===== src/rtl/uart_tx_pkg.sv =====
// -----------------------------------------------------------------------------
// uart_tx_pkg
//   Shared definitions for the UART transmitter:
//     - 2-bit baud-rate codes (BAUD_2400 .. BAUD_19200)
//     - 2-bit parity codes (PAR_NONE, PAR_ODD, PAR_EVEN, PAR_EXT)
//     - transmitter state encoding
//     - baud_div(): rounded clock divisor for a given system clock and baud
//     - baud_of(): baud rate in bits/s selected by a baud code
//   No ports; imported by uart_tx and uart_tx_baud_gen.
// -----------------------------------------------------------------------------
package uart_tx_pkg;

  localparam logic [1:0] BAUD_2400  = 2'b00;
  localparam logic [1:0] BAUD_4800  = 2'b01;
  localparam logic [1:0] BAUD_9600  = 2'b10;
  localparam logic [1:0] BAUD_19200 = 2'b11;

  // PAR_EXT: the parity is computed and presented on p_parity_out only;
  // no parity bit goes on the line.
  localparam logic [1:0] PAR_NONE = 2'b00;
  localparam logic [1:0] PAR_ODD  = 2'b01;
  localparam logic [1:0] PAR_EVEN = 2'b10;
  localparam logic [1:0] PAR_EXT  = 2'b11;

  typedef enum logic [2:0] {
    IDLE   = 3'd0,
    START  = 3'd1,
    DATA   = 3'd2,
    PARITY = 3'd3,
    STOP   = 3'd4
  } tx_state_t;

  // Round-to-nearest divisor: (f + b/2) / b.
  function automatic int baud_div(input int clk_freq, input int baud);
    return (clk_freq + baud / 2) / baud;
  endfunction

  function automatic int baud_of(input logic [1:0] code);
    case (code)
      BAUD_2400: return 2400;
      BAUD_4800: return 4800;
      BAUD_9600: return 9600;
      default:   return 19200;
    endcase
  endfunction

endpackage


===== src/rtl/uart_tx_baud_gen.sv =====
// -----------------------------------------------------------------------------
// uart_tx_baud_gen
//   Bit-period timer. Counts 0 .. DIV-1 for the selected baud code and emits
//   a one-clock tick on the last count, so every bit lasts exactly DIV clocks.
//
//   Parameters
//     CLK_FREQ  system clock frequency in Hz
//     DIV_W     counter width; must hold the largest divisor minus one
//
//   Ports
//     clock      in   system clock, rising edge
//     rst        in   asynchronous active-low reset
//     baud_code  in   latched 2-bit baud code
//     clear      in   holds the counter at 0 (tick suppressed)
//     tick       out  high on the final clock of each bit period
// -----------------------------------------------------------------------------
module uart_tx_baud_gen
  import uart_tx_pkg::*;
#(
  parameter int CLK_FREQ = 50_000_000,
  parameter int DIV_W    = 15
) (
  input  logic       clock,
  input  logic       rst,
  input  logic [1:0] baud_code,
  input  logic       clear,
  output logic       tick
);

  // Terminal counts (divisor minus one) for each rate, fixed at elaboration.
  localparam logic [DIV_W-1:0] LAST_2400  =
    DIV_W'(baud_div(CLK_FREQ, baud_of(BAUD_2400)) - 1);
  localparam logic [DIV_W-1:0] LAST_4800  =
    DIV_W'(baud_div(CLK_FREQ, baud_of(BAUD_4800)) - 1);
  localparam logic [DIV_W-1:0] LAST_9600  =
    DIV_W'(baud_div(CLK_FREQ, baud_of(BAUD_9600)) - 1);
  localparam logic [DIV_W-1:0] LAST_19200 =
    DIV_W'(baud_div(CLK_FREQ, baud_of(BAUD_19200)) - 1);

  logic [DIV_W-1:0] cnt;
  logic [DIV_W-1:0] last_cnt;

  always_comb begin
    last_cnt = LAST_19200;
    case (baud_code)
      BAUD_2400: last_cnt = LAST_2400;
      BAUD_4800: last_cnt = LAST_4800;
      BAUD_9600: last_cnt = LAST_9600;
      default:   last_cnt = LAST_19200;
    endcase
  end

  // Combinational tick so the FSM advances on the same edge the count wraps.
  assign tick = !clear && (cnt == last_cnt);

  always_ff @(posedge clock or negedge rst) begin
    if (!rst) begin
      cnt <= '0;
    end else if (clear || tick) begin
      cnt <= '0;
    end else begin
      cnt <= cnt + DIV_W'(1);
    end
  end

endmodule


===== src/rtl/uart_tx.sv =====
// -----------------------------------------------------------------------------
// uart_tx
//   UART transmitter. A rising edge of send while idle latches one 7- or 8-bit
//   character plus its framing options and shifts out
//   start / data (LSB first) / [parity] / stop(s) on data_out.
//
//   Optional feature macro: UART_TX_PARITY_EN
//     defined   - odd/even line parity and p_parity_out are active
//     undefined - parity_type is ignored, no parity bit is ever sent and
//                 p_parity_out is tied low
//
//   Parameters
//     CLK_FREQ  system clock in Hz (sets the baud divisors)
//     DIV_W     width of the bit-period counter
//
//   Ports
//     clock        in   system clock, rising edge
//     rst          in   asynchronous active-low reset
//     send         in   transmit request, rising-edge triggered
//     baud_rate    in   00=2400 01=4800 10=9600 11=19200
//     data_in      in   character, bit 0 sent first (bit 7 unused for 7 bits)
//     parity_type  in   00=none 01=odd 10=even 11=parity on p_parity_out only
//     stop_bits    in   0=one stop bit, 1=two
//     data_length  in   0=7 data bits, 1=8
//     data_out     out  serial line, idles high
//     p_parity_out out  XOR of the latched data bits
//     tx_active    out  high while a frame is on the line
//     tx_done      out  one-clock pulse at frame end
// -----------------------------------------------------------------------------
module uart_tx
  import uart_tx_pkg::*;
#(
  parameter int CLK_FREQ = 50_000_000,
  parameter int DIV_W    = 15
) (
  input  logic       clock,
  input  logic       rst,
  input  logic       send,
  input  logic [1:0] baud_rate,
  input  logic [7:0] data_in,
  input  logic [1:0] parity_type,
  input  logic       stop_bits,
  input  logic       data_length,
  output logic       data_out,
  output logic       p_parity_out,
  output logic       tx_active,
  output logic       tx_done
);

  // Even parity over the bits actually transmitted.
  function automatic logic parity_of(input logic [7:0] d, input logic len8);
    return len8 ? ^d : ^d[6:0];
  endfunction

  tx_state_t  state;
  logic       send_q;
  logic       start;
  logic       tick;
  logic [2:0] bit_idx;
  logic [2:0] last_idx;
  logic       stop_cnt;

  // Frame configuration captured at start; never reset since it is only
  // consumed outside IDLE, after a start has loaded it.
  logic [7:0] data_l;
  logic [1:0] baud_l;
  logic       stop2_l;
  logic       len8_l;

  logic       use_parity;
  logic       parity_bit;

`ifdef UART_TX_PARITY_EN
  logic [1:0] par_l;
  logic       par_q;

  assign use_parity   = (par_l == PAR_ODD) || (par_l == PAR_EVEN);
  assign parity_bit   = (par_l == PAR_ODD) ? ~par_q : par_q;
  assign p_parity_out = par_q;
`else
  logic unused_parity_type;

  assign unused_parity_type = ^parity_type;
  assign use_parity         = 1'b0;
  assign parity_bit         = 1'b0;
  assign p_parity_out       = 1'b0;
`endif

  assign start    = send && !send_q && (state == IDLE);
  assign last_idx = len8_l ? 3'd7 : 3'd6;

  uart_tx_baud_gen #(
    .CLK_FREQ (CLK_FREQ),
    .DIV_W    (DIV_W)
  ) u_baud_gen (
    .clock     (clock),
    .rst       (rst),
    .baud_code (baud_l),
    .clear     (state == IDLE),
    .tick      (tick)
  );

  // ---- frame configuration capture ----
  always_ff @(posedge clock) begin
    if (start) begin
      data_l  <= data_in;
      baud_l  <= baud_rate;
      stop2_l <= stop_bits;
      len8_l  <= data_length;
`ifdef UART_TX_PARITY_EN
      par_l   <= parity_type;
`endif
    end
  end

  // ---- transmit FSM ----
  always_ff @(posedge clock or negedge rst) begin
    if (!rst) begin
      state     <= IDLE;
      send_q    <= 1'b0;
      data_out  <= 1'b1;
      tx_active <= 1'b0;
      tx_done   <= 1'b0;
      bit_idx   <= 3'd0;
      stop_cnt  <= 1'b0;
`ifdef UART_TX_PARITY_EN
      par_q     <= 1'b0;
`endif
    end else begin
      send_q  <= send;
      tx_done <= 1'b0;
      case (state)
        IDLE: begin
          if (start) begin
`ifdef UART_TX_PARITY_EN
            par_q     <= parity_of(data_in, data_length);
`endif
            tx_active <= 1'b1;
            data_out  <= 1'b0;
            state     <= START;
          end
        end

        START: begin
          if (tick) begin
            data_out <= data_l[0];
            bit_idx  <= 3'd0;
            state    <= DATA;
          end
        end

        DATA: begin
          if (tick) begin
            if (bit_idx == last_idx) begin
              if (use_parity) begin
                data_out <= parity_bit;
                state    <= PARITY;
              end else begin
                data_out <= 1'b1;
                stop_cnt <= 1'b0;
                state    <= STOP;
              end
            end else begin
              bit_idx  <= bit_idx + 3'd1;
              data_out <= data_l[bit_idx + 3'd1];
            end
          end
        end

        PARITY: begin
          if (tick) begin
            data_out <= 1'b1;
            stop_cnt <= 1'b0;
            state    <= STOP;
          end
        end

        STOP: begin
          if (tick) begin
            // Two stop bits are simply two back-to-back stop periods.
            if (stop2_l && !stop_cnt) begin
              stop_cnt <= 1'b1;
            end else begin
              tx_active <= 1'b0;
              tx_done   <= 1'b1;
              state     <= IDLE;
            end
          end
        end

        default: begin
          data_out  <= 1'b1;
          tx_active <= 1'b0;
          state     <= IDLE;
        end
      endcase
    end
  end

endmodule


===== config.mk =====
export PLATFORM = sky130hd
export DESIGN_NAME = uart_tx
export DESIGN_NICKNAME = d
export VERILOG_FILES = /design/src/rtl/uart_tx_pkg.sv /design/src/rtl/uart_tx_baud_gen.sv /design/src/rtl/uart_tx.sv
export SDC_FILE = /design/constraint.sdc
export NUM_CORES = 1
export LEC_CHECK = 0
export CAP_MARGIN = 10
export CORE_UTILIZATION = 60
export DETAILED_ROUTE_END_ITERATION = 8
export PLACE_DENSITY = 0.87
export SYNTH_ARGS = -nofsm -noshare
export SYNTH_HDL_FRONTEND = slang
export SYNTH_SLANG_ARGS = --single-unit

===== constraint.sdc =====
create_clock -name clock -period 4.57 [get_ports clock]
set_clock_uncertainty 0.05 [all_clocks]
set_input_delay 0.457 -clock clock [delete_from_list [all_inputs] [get_ports clock]]
set_output_delay 0.457 -clock clock [all_outputs]
set_load 0.01 [all_outputs]

; Word level (Yosys, flattened, before mapping)
; Index checks and enable logic that the tools add are counted.
[totals]
register_bits = 38
out_inout_bits = 4
elab_cells = 88
[classes]
n_addsub = 2
n_lt_le_gt_ge = 1
eq_ne = 17
n_mux = 36
n_bitwise = 2
reduce_logical = 18
[ops]
columns = operator, count
row1 = one-hot mux 15 bit (3 select lines), 1
row2 = two-way mux 3 bit, 10
row3 = two-way mux 1 bit, 18
row4 = "adder 15 x 1 -> 15 bit, second input constant", 1
row5 = == test 15 bit, 1
row6 = two-way mux 15 bit, 1
row7 = one-hot mux 3 bit (5 select lines), 1
row8 = "inequality test 2 bit, second input constant", 5
row9 = "inequality test 2 x 1 -> 1 bit, second input constant", 4
row10 = AND reduction 4 bit, 2
row11 = AND reduction 7 bit, 1
row12 = "== test 3 x 2 -> 1 bit, second input constant", 2
row13 = one-hot mux 1 bit (3 select lines), 2
row14 = one-hot mux 3 bit (2 select lines), 1
row15 = AND reduction 6 bit, 1
row16 = one-hot mux 1 bit (5 select lines), 1
row17 = AND reduction 5 bit, 1
row18 = logical AND 1 bit, 4
row19 = "less-than comparator 3 x 4 -> 1 bit, second input constant", 1
row20 = "adder 3 x 1 -> 3 bit, second input constant", 1
row21 = binary-select mux 1 bit (select 3 bit), 1
row22 = "== test 3 x 1 -> 1 bit, second input constant", 1
row23 = == test 3 bit, 1
row24 = "== test 3 bit, second input constant", 1
row25 = 10 further kinds, 13

; Longest topological paths before layout
; Gate-level depths: netlist of the first run.
[logic_depth]
ltp_word = 6
depth_mapped = 8

; Cells and area by module
; From an unflattened synthesis of the first run, not the netlist that was laid out.
[unflattened]
hier_cells = 182
hier_area_um2 = 1944.4
[by_module_without_submodules]
columns = mod, instances, cells_each, area_each_um2, seq_area_each_um2
row1 = uart_tx, 1, 80, 1028.5, 636.9
row2 = uart_tx_baud_gen, 1, 102, 915.9, 375.4

; Worst setup path before layout of the first run
; OpenSTA, ideal clock, no wires.
[synth_timing]
path_type = register to register
startpoint = reg baud_l[1]
endpoint = reg bit_idx[0]
setup_time_ns = 0.125
arrival_time_ns = 2.438
required_time_ns = 4.395
slack_ns = 1.957
stages_incl_launch_ff = 7
cell_sequence = edfxtp_1 > ha_1 > or4b_1 > a222oi_1 > nand4_1 > or3_4 > mux2_4
[synth_between]
elab_chain_cells = 6
[synth_lines]
columns = element, line
row1 = start: declaration, uart_tx.sv:66  ; logic [1:0] baud_l;
row2 = start signal: assignment, uart_tx.sv:107  ; baud_l <= baud_rate;
row3 = == test 2 bit (tied with other cells), uart_tx_baud_gen.sv:45  ; case (baud_code)
row4 = one-hot mux 15 bit (3 select lines) (*), uart_tx_baud_gen.sv:45
row5 = == test 15 bit (*), uart_tx_baud_gen.sv:54  ; assign tick = !clear && (cnt == last_cnt);
row6 = logical AND 1 bit (*), uart_tx_baud_gen.sv:54
row7 = inequality test 2 x 1 -> 1 bit (no line), --
row8 = AND reduction 4 bit (no line) (*), --
row9 = end signal: assignment, uart_tx.sv:164  ; bit_idx <= bit_idx + 3'd1;
row10 = end: declaration, uart_tx.sv:59  ; logic [2:0] bit_idx;
; Mark *: on every way between the ends. The rest lies on a longest branch, timed or not.
; A chain may end at the register's enable or synchronous reset.

; Worst setup path in the final report of the first run
[layout_timing]
startpoint = reg baud_l[1]
endpoint = reg u_baud_gen.cnt[7]
[layout_between]
elab_chain_cells = 6
[layout_lines]
columns = element, line
row1 = == test 2 bit (tied with other cells), uart_tx_baud_gen.sv:45
row2 = one-hot mux 15 bit (3 select lines) (*), uart_tx_baud_gen.sv:45
row3 = == test 15 bit (*), uart_tx_baud_gen.sv:54
row4 = logical AND 1 bit (*), uart_tx_baud_gen.sv:54
row5 = logical OR 1 bit (*), uart_tx_baud_gen.sv:59  ; end else if (clear || tick) begin
row6 = two-way mux 15 bit (*), uart_tx_baud_gen.sv:59
row7 = end signal: assignment, uart_tx_baud_gen.sv:62  ; cnt <= cnt + DIV_W'(1);
row8 = end: declaration, uart_tx_baud_gen.sv:40  ; logic [DIV_W-1:0] cnt;
; Marked as above.

==> impl_metrics.json, run 1 <==
{
  "cts-root-buf": "clkbuf_4",
  "cts_tree": "yes",
  "dpl-instance-area_mm2": 0.00214,
  "setup.worst_path.end_class": "register",
  "fillers": 225,
  "path_max_fanout": 15,
  "power.density_mw_per_mm2": 332,
  "reg2reg_depth": 6,
  "num_vias": 1392,
  "drc_errors": 0,
  "drive_gt1_share_pct": 8.91,
  "cts_resized": 0,
  "dpl_worst_slack_ns": 1.67,
  "syn_inst": 182,
  "grt_max_degree": 27,
  "avgSynthCellArea_um2": 10.6,
  "overflow": 0,
  "finalHoldWorstSlack_ns": 0.438,
  "totalWireLength_mm": 3.54,
  "crit_arrival_ns": 3.11,
  "place_hpwl_mm": 2.55,
  "diodes": 0,
  "min_path_type": "in -> async",
  "cts.clk_slew.worst_paths_ns": 0.12,
  "r2r-end": "u_baud_gen.cnt[7]",
  "synth_seq_area_share_pct": 52.2,
  "ctsHoldBuffers": 0,
  "fp.dieH_um": 58.8,
  "clkPwrFrac_pct": 31.0,
  "cp.required_ns": 4.72,
  "criticalPathCategory": "reg -> reg",
  "numCtsBuffers": 5,
  "antenna_found_initial": 0,
  "firstDrtPassIters": 4,
  "synth_warnings": 0,
  "seq_power_share_pct": 55.5,
  "pwr-share-comb_pct": 13.6,
  "clkLatencyLatePin_ns": 0.35,
  "areaGrowthSynthToFinish_pct": 15.2,
  "gp_congestion": 0.827,
  "grt_pass1_vias": 1282,
  "maxCapViolations": 0,
  "syn_area_mm2": 0.00194,
  "yosys_register_bits": 38,
  "ys_types": 41,
  "finalCriticalPeriod_ns": 2.96,
  "cts_buffer_depth": 2,
  "die_area_mm2": 0.00346,
  "cpPeakStageDelay_ns": 0.63,
  "track_usage_pct": 22.9,
  "slowest_stage": "o21ai_1",
  "cts_num_sinks": 38,
  "fmax_mhz": 338,
  "start_util_pct": 63.5,
  "switching_share_pct": 26.7,
  "setup_tns_ns": 0,
  "design_area_mm2": 0.00223,
  "cp-start-kind": "register",
  "ir_drop_mv": 0.250,
  "drt_iter0_drc": 87,
  "h-tree-depth": 2,
  "io_buffers": 17,
  "postCtsSetupBuffers": 0,
  "via_per_inst": 5.66,
  "ant_nets": 0,
  "power.switching_w": 0.000198,
  "wl_per_cell_um": 14.4,
  "dp.cells": 237,
  "grt_pass1_wl_mm": 5.69,
  "die_w_um": 58.8,
  "setup_viol": 0,
  "stdcell_count": 246,
  "fin_crit_sh_pct": 64.8,
  "timing.final.ws_setup_ns": 1.61,
  "nNetsFinal": 225,
  "worst_pin_slew_ns": 0.998,
  "slew_headroom_pct": 33.0,
  "status": "completed",
  "cellLeakagePower_nw": 0.933,
  "rrSetupSlack_ns": 1.61,
  "rsz0062_at_grt": "no",
  "rows": 20,
  "maxSlewViolCount": 0,
  "ios": 21,
  "core_mm2": 0.00305,
  "r2r-start": "baud_l[1]",
  "internal-power_w": 0.000544,
  "syn_nets": 206,
  "worstPathCellList": "ha_1, or4b_1, a222oi_1, nand4_1, o21ai_1, nor2_1",
  "finalHoldViolCount": 0
}
## layout by cell type (no fill, tap or decap), drive strengths merged, types with 5 or more instances in the layout
master / instances
clkdlybuf4s50: 17
nor2: 23
edfxtp: 12
inv: 7
o21ai: 6
nand2: 15
a21oi: 6
nand3: 10
clkbuf: 5
dfrtp: 25
or3: 5
ha: 7
xnor2: 8
xor2: 10
## cells by family after synthesis
logic type      share of synthesized area (%)
buf+inv                                  2.78
mux                                      5.16
xor+xnor                                 8.13
compound gates                           6.78
flops                                    52.2
other cells                             0.193
simple gates                             20.2
fa+ha+maj                                4.52
## synthesized netlist by cell type (all sizes together)
library cell | number | area share [%]
conb | 1 | 0.19
a31oi | 2 | 0.65
nor3b | 3 | 1.2
nand3 | 10 | 2.6
o31ai | 2 | 0.77
mux2 | 1 | 0.77
and3 | 3 | 0.97
dfrtp | 25 | 32
nand3b | 1 | 0.39
ha | 7 | 4.5
clkbuf | 4 | 0.77
and4 | 1 | 0.52
or3 | 5 | 1.9
nor3 | 2 | 0.52
o21ai | 6 | 1.5
mux2i | 4 | 2.1
edfxtp | 12 | 19
and2 | 1 | 0.32
mux4 | 2 | 2.3
dfstp | 1 | 1.4
a21bo | 1 | 0.52
o21bai | 1 | 0.39
nand4 | 4 | 1.3
xor2 | 10 | 4.5
a21oi | 6 | 1.5
inv | 7 | 1.4
nor2 | 23 | 4.5
a222oi | 1 | 0.52
nor4 | 1 | 0.32
nand2 | 15 | 2.9
a211oi | 1 | 0.39
buf | 2 | 0.65
or4b | 1 | 0.52
nand4b | 1 | 0.45
or2 | 2 | 0.65
nor2b | 4 | 1.3
xnor2 | 8 | 3.6
o41ai | 1 | 0.45
## routing by layer
metal	GRT usage [%]	up-vias	routed length, µm
met4	10.9	0	110
li1	-	672	-
met1	27.9	658	1460
met2	36.9	48	1790
met3	7.25	14	187
met5	0	-	0
## worst max-delay path by stage
| stage | start | end | slack (ns) |
|---|---|---|---|
| 2_1_floorplan | baud_l[1] | bit_idx[0] | 1.96 |
| 3_3_place_gp | baud_l[1] | bit_idx[0] | 1.79 |
| 3_5_place_dp | baud_l[1] | u_baud_gen.cnt[7] | 1.67 |
| 4_1_cts | baud_l[1] | u_baud_gen.cnt[4] | 1.62 |
| 5_1_grt | baud_l[1] | u_baud_gen.cnt[4] | 1.35 |
| 6_report | baud_l[1] | u_baud_gen.cnt[7] | 1.61 |
## sequential cells by signal, indices dropped and copies added, names as in the netlist, 2 cells and up
name	flops
u_baud_gen.cnt	15
state	3
data_l	8
bit_idx	3
baud_l	2
## per-stage QoR
stage | util, % | total power (W)
after floorplan | - | 0.000479
after global placement | 70.0 | 0.000511
after detailed placement | 70.0 | 0.000518
after CTS | 72.7 | 0.000743
after global routing | 73.2 | 0.000778
final | 73.2 | 0.000742
## power by group through the flow
| stage | sequential, W | combinational [W] | clock, W |
|---|---|---|---|
| floorplan | 0.000409 | 0.0000696 | 0 |
| global placement | 0.000416 | 0.0000953 | 0 |
| detailed placement | 0.000418 | 0.000100 | 0 |
| CTS | 0.000411 | 0.000101 | 0.000231 |
| global route | 0.000416 | 0.000115 | 0.000246 |
| finish | 0.000412 | 0.000101 | 0.000230 |
## cell type report
class                   instances  area, µm²  share of cell area (%)
clock inverters                 3       45.0                    2.02
inverters                       7       26.3                    1.18
multi-input cells             131        872                    39.0
repair buffers                 18        185                    8.29
clock buffers                   5       37.5                    1.68
flip-flops and latches         38       1010                    45.3
well taps                      44       55.1                    2.46
## critical path: cells and delay by family, from the launching register on
| family | cells | cell delay, ns |
|---|---|---|
| flip-flops | 1 | 0.50 |
| adder cells (fa/ha/maj) | 1 | 0.24 |
| AND/OR/NAND/NOR | 3 | 0.96 |
| AO/OA/AOI/OAI | 2 | 1.04 |
(Power assumes the default switching activity.)
==> inputs of run 2 (changes only) <==
--- a/config.mk
+++ b/config.mk
@@ -6,9 +6,9 @@
 export NUM_CORES = 1
 export LEC_CHECK = 0
 export CAP_MARGIN = 10
-export CORE_UTILIZATION = 60
+export CORE_UTILIZATION = 50
 export DETAILED_ROUTE_END_ITERATION = 8
-export PLACE_DENSITY = 0.87
+export PLACE_DENSITY = 0.78
 export SYNTH_ARGS = -nofsm -noshare
 export SYNTH_HDL_FRONTEND = slang
 export SYNTH_SLANG_ARGS = --single-unit
==> constraint.sdc (replaced) <==
create_clock -name clock -period 2.6 [get_ports clock]
set_clock_uncertainty 0.05 [all_clocks]
set_input_delay 0.26 -clock clock [delete_from_list [all_inputs] [get_ports clock]]
set_output_delay 0.26 -clock clock [all_outputs]
set_load 0.01 [all_outputs]
==> run 2 against run 1 <==
Net effect: the run now ends with negative setup slack left; non-clock buffer count increased by 10; global-route usage is 2.4 points lower; sequential share of layout area shrank 2.6 points; total power increased by 90%; hold slack got worse by 0.16 ns; first-iteration DRC count grew 48%; final area increased by 6.0%; register-to-register slack lost 1.6 ns; clock-buffer cell count is 1 higher; via count rose by 3.0%; critical path type unchanged; largest power group unchanged.
==> impl_metrics.json, run 2 (synthesized netlist as in run 1, its figures left out) <==
{
  "r2r-end": "bit_idx[0]",
  "cts_buffer_depth": 2,
  "status": "complete, but fails checks",
  "maxCapViolations": 0,
  "cp.required_ns": 2.74,
  "finalHoldWorstSlack_ns": 0.283,
  "reg2reg_depth": 6,
  "cts.clk_slew.worst_paths_ns": 0.08,
  "rrSetupSlack_ns": -0.01,
  "setup.worst_path.end_class": "register",
  "path_max_fanout": 3,
  "timing.final.ws_setup_ns": -0.0110,
  "slowest_stage": "or4b_4",
  "rows": 22,
  "numCtsBuffers": 5,
  "finalCriticalPeriod_ns": 2.61,
  "rsz0062_at_grt": "yes",
  "ctsHoldBuffers": 0,
  "clkPwrFrac_pct": 34.2,
  "areaGrowthSynthToFinish_pct": 22.1,
  "cp-startpoint": "baud_l[1]",
  "via_per_inst": 5.52,
  "design_area_mm2": 0.00237,
  "die_area_mm2": 0.00413,
  "r2r-start": "baud_l[1]",
  "drc_errors": 0,
  "cpPeakStageDelay_ns": 0.52,
  "cp-start-kind": "register",
  "crit_arrival_ns": 2.75,
  "ios": 21,
  "dpl-instance-area_mm2": 0.00222,
  "grt_max_degree": 27,
  "maxSlewViolCount": 0,
  "ir_drop_mv": 0.375,
  "worst_pin_slew_ns": 0.550,
  "h-tree-depth": 2,
  "wl_per_cell_um": 14.0,
  "stdcell_count": 260,
  "min_path_type": "in -> async",
  "cts_num_sinks": 38,
  "path_depth": 6,
  "antenna_found_initial": 0,
  "utilization_pct": 64.2,
  "ant_nets": 0,
  "crit_end": "bit_idx[0]",
  "drive_gt1_share_pct": 15.1,
  "setup_viol": 1,
  "met1_usage_pct": 26.4,
  "final_cell_mix": "dfrtp_1 (25), nor2_1 (23), clkdlybuf4s50_1 (17)",
  "total_power_w": 0.00141,
  "cts-root-buf": "clkbuf_8",
  "totalWireLength_mm": 3.65,
  "dp.cells": 250,
  "cts_tree": "yes",
  "largest_reg_flops": 15,
  "nNetsFinal": 235,
  "die_w_um": 64.3,
  "crit_buf_inv": 0,
  "track_usage_pct": 20.5,
  "diodes": 0,
  "place_hpwl_mm": 2.67,
  "criticalPathCategory": "reg -> reg",
  "top_register": "u_baud_gen.cnt",
  "gp_congestion": 0.828,
  "power.density_mw_per_mm2": 597,
  "failed_checks": "negative setup slack",
  "firstDrtPassIters": 4,
  "final_common_cell": "dfrtp_1",
  "internal-power_w": 0.00106,
  "grt_util_met2_pct": 30.9,
  "drt_iter0_drc": 129,
  "grt_pass1_vias": 1362,
  "core_mm2": 0.00369,
  "fin_crit_sh_pct": 100,
  "finalHoldViolCount": 0,
  "use_met3_pct": 6.07,
  "fp.dieH_um": 64.3,
  "power.switching_w": 0.000353,
  "critPathTopFamily": "simple AND/OR/NAND/NOR gates",
  "seq_power_share_pct": 50.7,
  "overflow": 0,
  "grt_pass1_wl_mm": 6.25,
  "reg_top3": "u_baud_gen.cnt (15), data_l (8)",
  "fmax_mhz": 383,
  "num_vias": 1434,
  "start_util_pct": 52.5,
  "worstPathCellList": "ha_2, or4b_4, a222oi_1, nand4_1, or3_4, mux2_4",
  "clkLatencyLatePin_ns": 0.30,
  "slew_headroom_pct": 63.4,
  "pwr-share-comb_pct": 15.1,
  "cellLeakagePower_nw": 0.998,
  "io_buffers": 17,
  "switching_share_pct": 25.0,
  "top_usage_layer": "met2"
}
[run 2: cell types whose count changed in the layout (fill, tap and decap cells not counted), sizes merged]
cell	delta
clkinv	+1
clkbuf	+1
clkinvlp	-2
buf	+10
[run 2: how the worst min path moves through the flow]
stage | to | slack [ns]
floorplan | bit_idx[0] | -0.09
global placement | u_baud_gen.cnt[0] | 0.44
detailed placement | u_baud_gen.cnt[0] | 0.45
CTS | state[2] | 0.30
global route | u_baud_gen.cnt[13] | 0.31
finish | bit_idx[1] | 0.28
[run 2: power by group through the flow]
stage          Clock (W)  Sequential [W]  Combinational (W)
2_1_floorplan          0        0.000719           0.000122
3_3_place_gp           0        0.000722           0.000204
3_5_place_dp           0        0.000727           0.000211
4_1_cts         0.000495        0.000716           0.000213
5_1_grt         0.000514        0.000724           0.000237
6_report        0.000483        0.000716           0.000214
[run 2: what timing repair did]
action                     CTS  global route
resized for setup            2             5
setup endpoints to repair    3            18
pin swaps                    3             1
setup buffers                1             1
[run 2: area by class of cell]
| type | instances | area (µm²) |
|---|---|---|
| inverters | 7 | 26.3 |
| multi-input cells | 131 | 897 |
| clock buffers | 6 | 72.6 |
| fillers | 311 | 1320 |
| clock inverters | 2 | 33.8 |
| flip-flops and latches | 38 | 1010 |
| well taps | 48 | 60.1 |
| repair buffers | 28 | 265 |
[run 2: through the flow]
stage	setup slack, ns	TNS [ns]
2_1_floorplan	0.0000291	0
3_3_place_gp	0.0508	0
3_5_place_dp	-0.0382	-0.0406
4_1_cts	0.00683	0
5_1_grt	-0.124	-0.271
6_report	-0.0110	-0.0110
[run 2: metal layers]
metal  routed length (µm)  vias up  share of wire, %
li1                     -      692                 -
met1                 1630      686                45
met2                 1730       43                47
met3                  179       13               4.9
met4                  118        0               3.2
met5                    0        -                 0
==> inputs of run 3 (changes only) <==
--- a/config.mk
+++ b/config.mk
@@ -6,9 +6,10 @@
 export NUM_CORES = 1
 export LEC_CHECK = 0
 export CAP_MARGIN = 10
-export CORE_UTILIZATION = 50
+export CORE_UTILIZATION = 58
+export CTS_BUF_LIST = sky130_fd_sc_hd__clkbuf_8
 export DETAILED_ROUTE_END_ITERATION = 8
-export PLACE_DENSITY = 0.78
+export PLACE_DENSITY = 0.85
 export SYNTH_ARGS = -nofsm -noshare
 export SYNTH_HDL_FRONTEND = slang
 export SYNTH_SLANG_ARGS = --single-unit
==> constraint.sdc (replaced) <==
create_clock -name clock -period 2.5 [get_ports clock]
set_clock_uncertainty 0.05 [all_clocks]
set_input_delay 0.25 -clock clock [delete_from_list [all_inputs] [get_ports clock]]
set_output_delay 0.25 -clock clock [all_outputs]
set_load 0.01 [all_outputs]
==> run 3 against run 2 <==
Net effect: the run still ends with negative setup slack left; core utilization is 12 points higher; via count is 1.9% higher; hold slack worse by 0.0077 ns; highest routed layer unchanged.
==> impl_metrics.json, run 3 (synthesized netlist as in run 1, its figures left out) <==
{
  "ctsHoldBuffers": 0,
  "fin_crit_sh_pct": 104,
  "ios": 21,
  "grt_pass1_vias": 1392,
  "crit_arrival_ns": 2.71,
  "start_util_pct": 62.5,
  "areaGrowthSynthToFinish_pct": 22.4,
  "fmax_mhz": 386,
  "criticalPathCategory": "reg -> reg",
  "cts-root-buf": "clkbuf_8",
  "ir_drop_mv": 0.399,
  "reg2reg_depth": 7,
  "io_buffers": 17,
  "rows": 20,
  "die_area_mm2": 0.00358,
  "cellLeakagePower_nw": 1.01,
  "h-tree-depth": 2,
  "timing.final.ws_setup_ns": -0.0918,
  "track_usage_pct": 23.4,
  "setup_viol": 2,
  "totalWireLength_mm": 3.83,
  "multiInputGateArea_um2": 901,
  "regArea_mm2": 0.00101,
  "r2r-end": "bit_idx[0]",
  "core_mm2": 0.00310,
  "place_hpwl_mm": 2.61,
  "firstDrtPassIters": 4,
  "cp.required_ns": 2.62,
  "num_vias": 1461,
  "nNetsFinal": 237,
  "die_w_um": 59.8,
  "drive_gt1_share_pct": 15.0,
  "slew_headroom_pct": 61.8,
  "top_register": "u_baud_gen.cnt",
  "failed_checks": "negative setup slack",
  "overflow": 0,
  "numCtsBuffers": 5,
  "wl_per_cell_um": 14.8,
  "utilization_pct": 76.5,
  "cts_tree": "yes",
  "fp.dieH_um": 59.8,
  "power.density_mw_per_mm2": 575,
  "grt_pass1_wl_mm": 6.05,
  "rsz0062_at_grt": "yes",
  "largest_reg_flops": 15,
  "fillers": 226,
  "antenna_found_initial": 0,
  "gp_congestion": 0.876,
  "r2r-start": "baud_l[1]",
  "cts_buffer_depth": 2,
  "setup.worst_path.end_class": "register",
  "via_per_inst": 5.66,
  "diodes": 0,
  "final_cell_mix": "dfrtp_1 (25), nor2_1 (23), clkdlybuf4s50_1 (17)",
  "grt_max_degree": 27,
  "drt_iter0_drc": 68,
  "dpl_worst_slack_ns": -0.107,
  "finalCriticalPeriod_ns": 2.59,
  "reg_top3": "u_baud_gen.cnt (15), data_l (8)",
  "cts.clk_slew.worst_paths_ns": 0.07,
  "status": "complete, but fails checks",
  "ant_nets": 0,
  "cts_num_sinks": 38,
  "finalHoldViolCount": 0,
  "maxCapViolations": 0,
  "rrSetupSlack_ns": -0.09,
  "drc_errors": 0,
  "cp-start-kind": "register",
  "clkLatencyLatePin_ns": 0.28,
  "min_path_type": "in -> async",
  "maxSlewViolCount": 0,
  "final_common_cell": "dfrtp_1",
  "path_max_fanout": 4,
  "worst_pin_slew_ns": 0.572
}
==> run 3: cell count changes in the layout (fill, tap and decap cells not counted), sizes merged <==
| cell | before | now |
|---|---|---|
| bufinv | 1 | 0 |
| clkinv | 1 | 3 |
| buf | 11 | 12 |
==> run 3: worst max-delay path by stage <==
stage	start	endpoint	slack, ns	depth (start not counted)
6_report	baud_l[1]	bit_idx[0]	-0.09	7
3_5_place_dp	baud_l[1]	bit_idx[2]	-0.11	7
5_1_grt	baud_l[1]	bit_idx[0]	-0.18	7
2_1_floorplan	baud_l[1]	bit_idx[0]	-0.02	6
3_3_place_gp	baud_l[1]	bit_idx[0]	0.005	6
4_1_cts	baud_l[1]	bit_idx[0]	-0.08	6
==> run 3: worst max-delay path: stages, from the launching register on <==
cell and delay (ns):
edfxtp_1 0.43, ha_2 0.21, or4b_4 0.49, a222oi_1 0.33, buf_4 0.18, nand4_1 0.12, or3_4 0.38, mux2_4 0.31
==> run 3: final cells by class <==
class,count,area share (%)
multi-input combinational,131,38.0
timing repair buffer,30,12.6
sequential,38,42.7
clock inverter,3,0.475
clock buffer,5,2.90
tap,44,2.32
inverter,7,1.11
==> run 3: per-layer routing <==
layer / share of wire, % / GRT usage [%] / vias up
met2: 49 / 37.9 / 48
li1: - / - / 698
met4: 2.5 / 10.3 / 0
met1: 43 / 28.5 / 695
met5: 0 / 0 / -
met3: 4.9 / 7.58 / 20
==> run 3: per-stage QoR <==
stage | total power, W | TNS (ns) | instance area [µm²] | std cells | hold slack [ns]
3_3_place_gp | 0.000961 | 0 | 2230 | 247 | 0.438
2_1_floorplan | 0.000875 | -0.0219 | 1940 | 182 | -0.0956
5_1_grt | 0.00144 | -0.979 | 2370 | 258 | 0.310
6_report | 0.00136 | -0.136 | 2370 | 258 | 0.275
3_5_place_dp | 0.000974 | -0.219 | 2230 | 247 | 0.449
4_1_cts | 0.00136 | -0.105 | 2320 | 255 | 0.283
==> run 3: timing repair <==
action,CTS,global route
setup buffers,0,2
resized for setup,3,3
setup endpoints to repair,16,20
pin swaps,4,1
gates cloned,0,1
==> run 3: report_power, final <==
part	leakage [nW]	internal [W]	switching, W	total (W)
logic	0.518	0.000122	0.000114	0.000237
clock network	0.0407	0.000186	0.000198	0.000384
registers	0.450	0.000694	0.0000496	0.000744
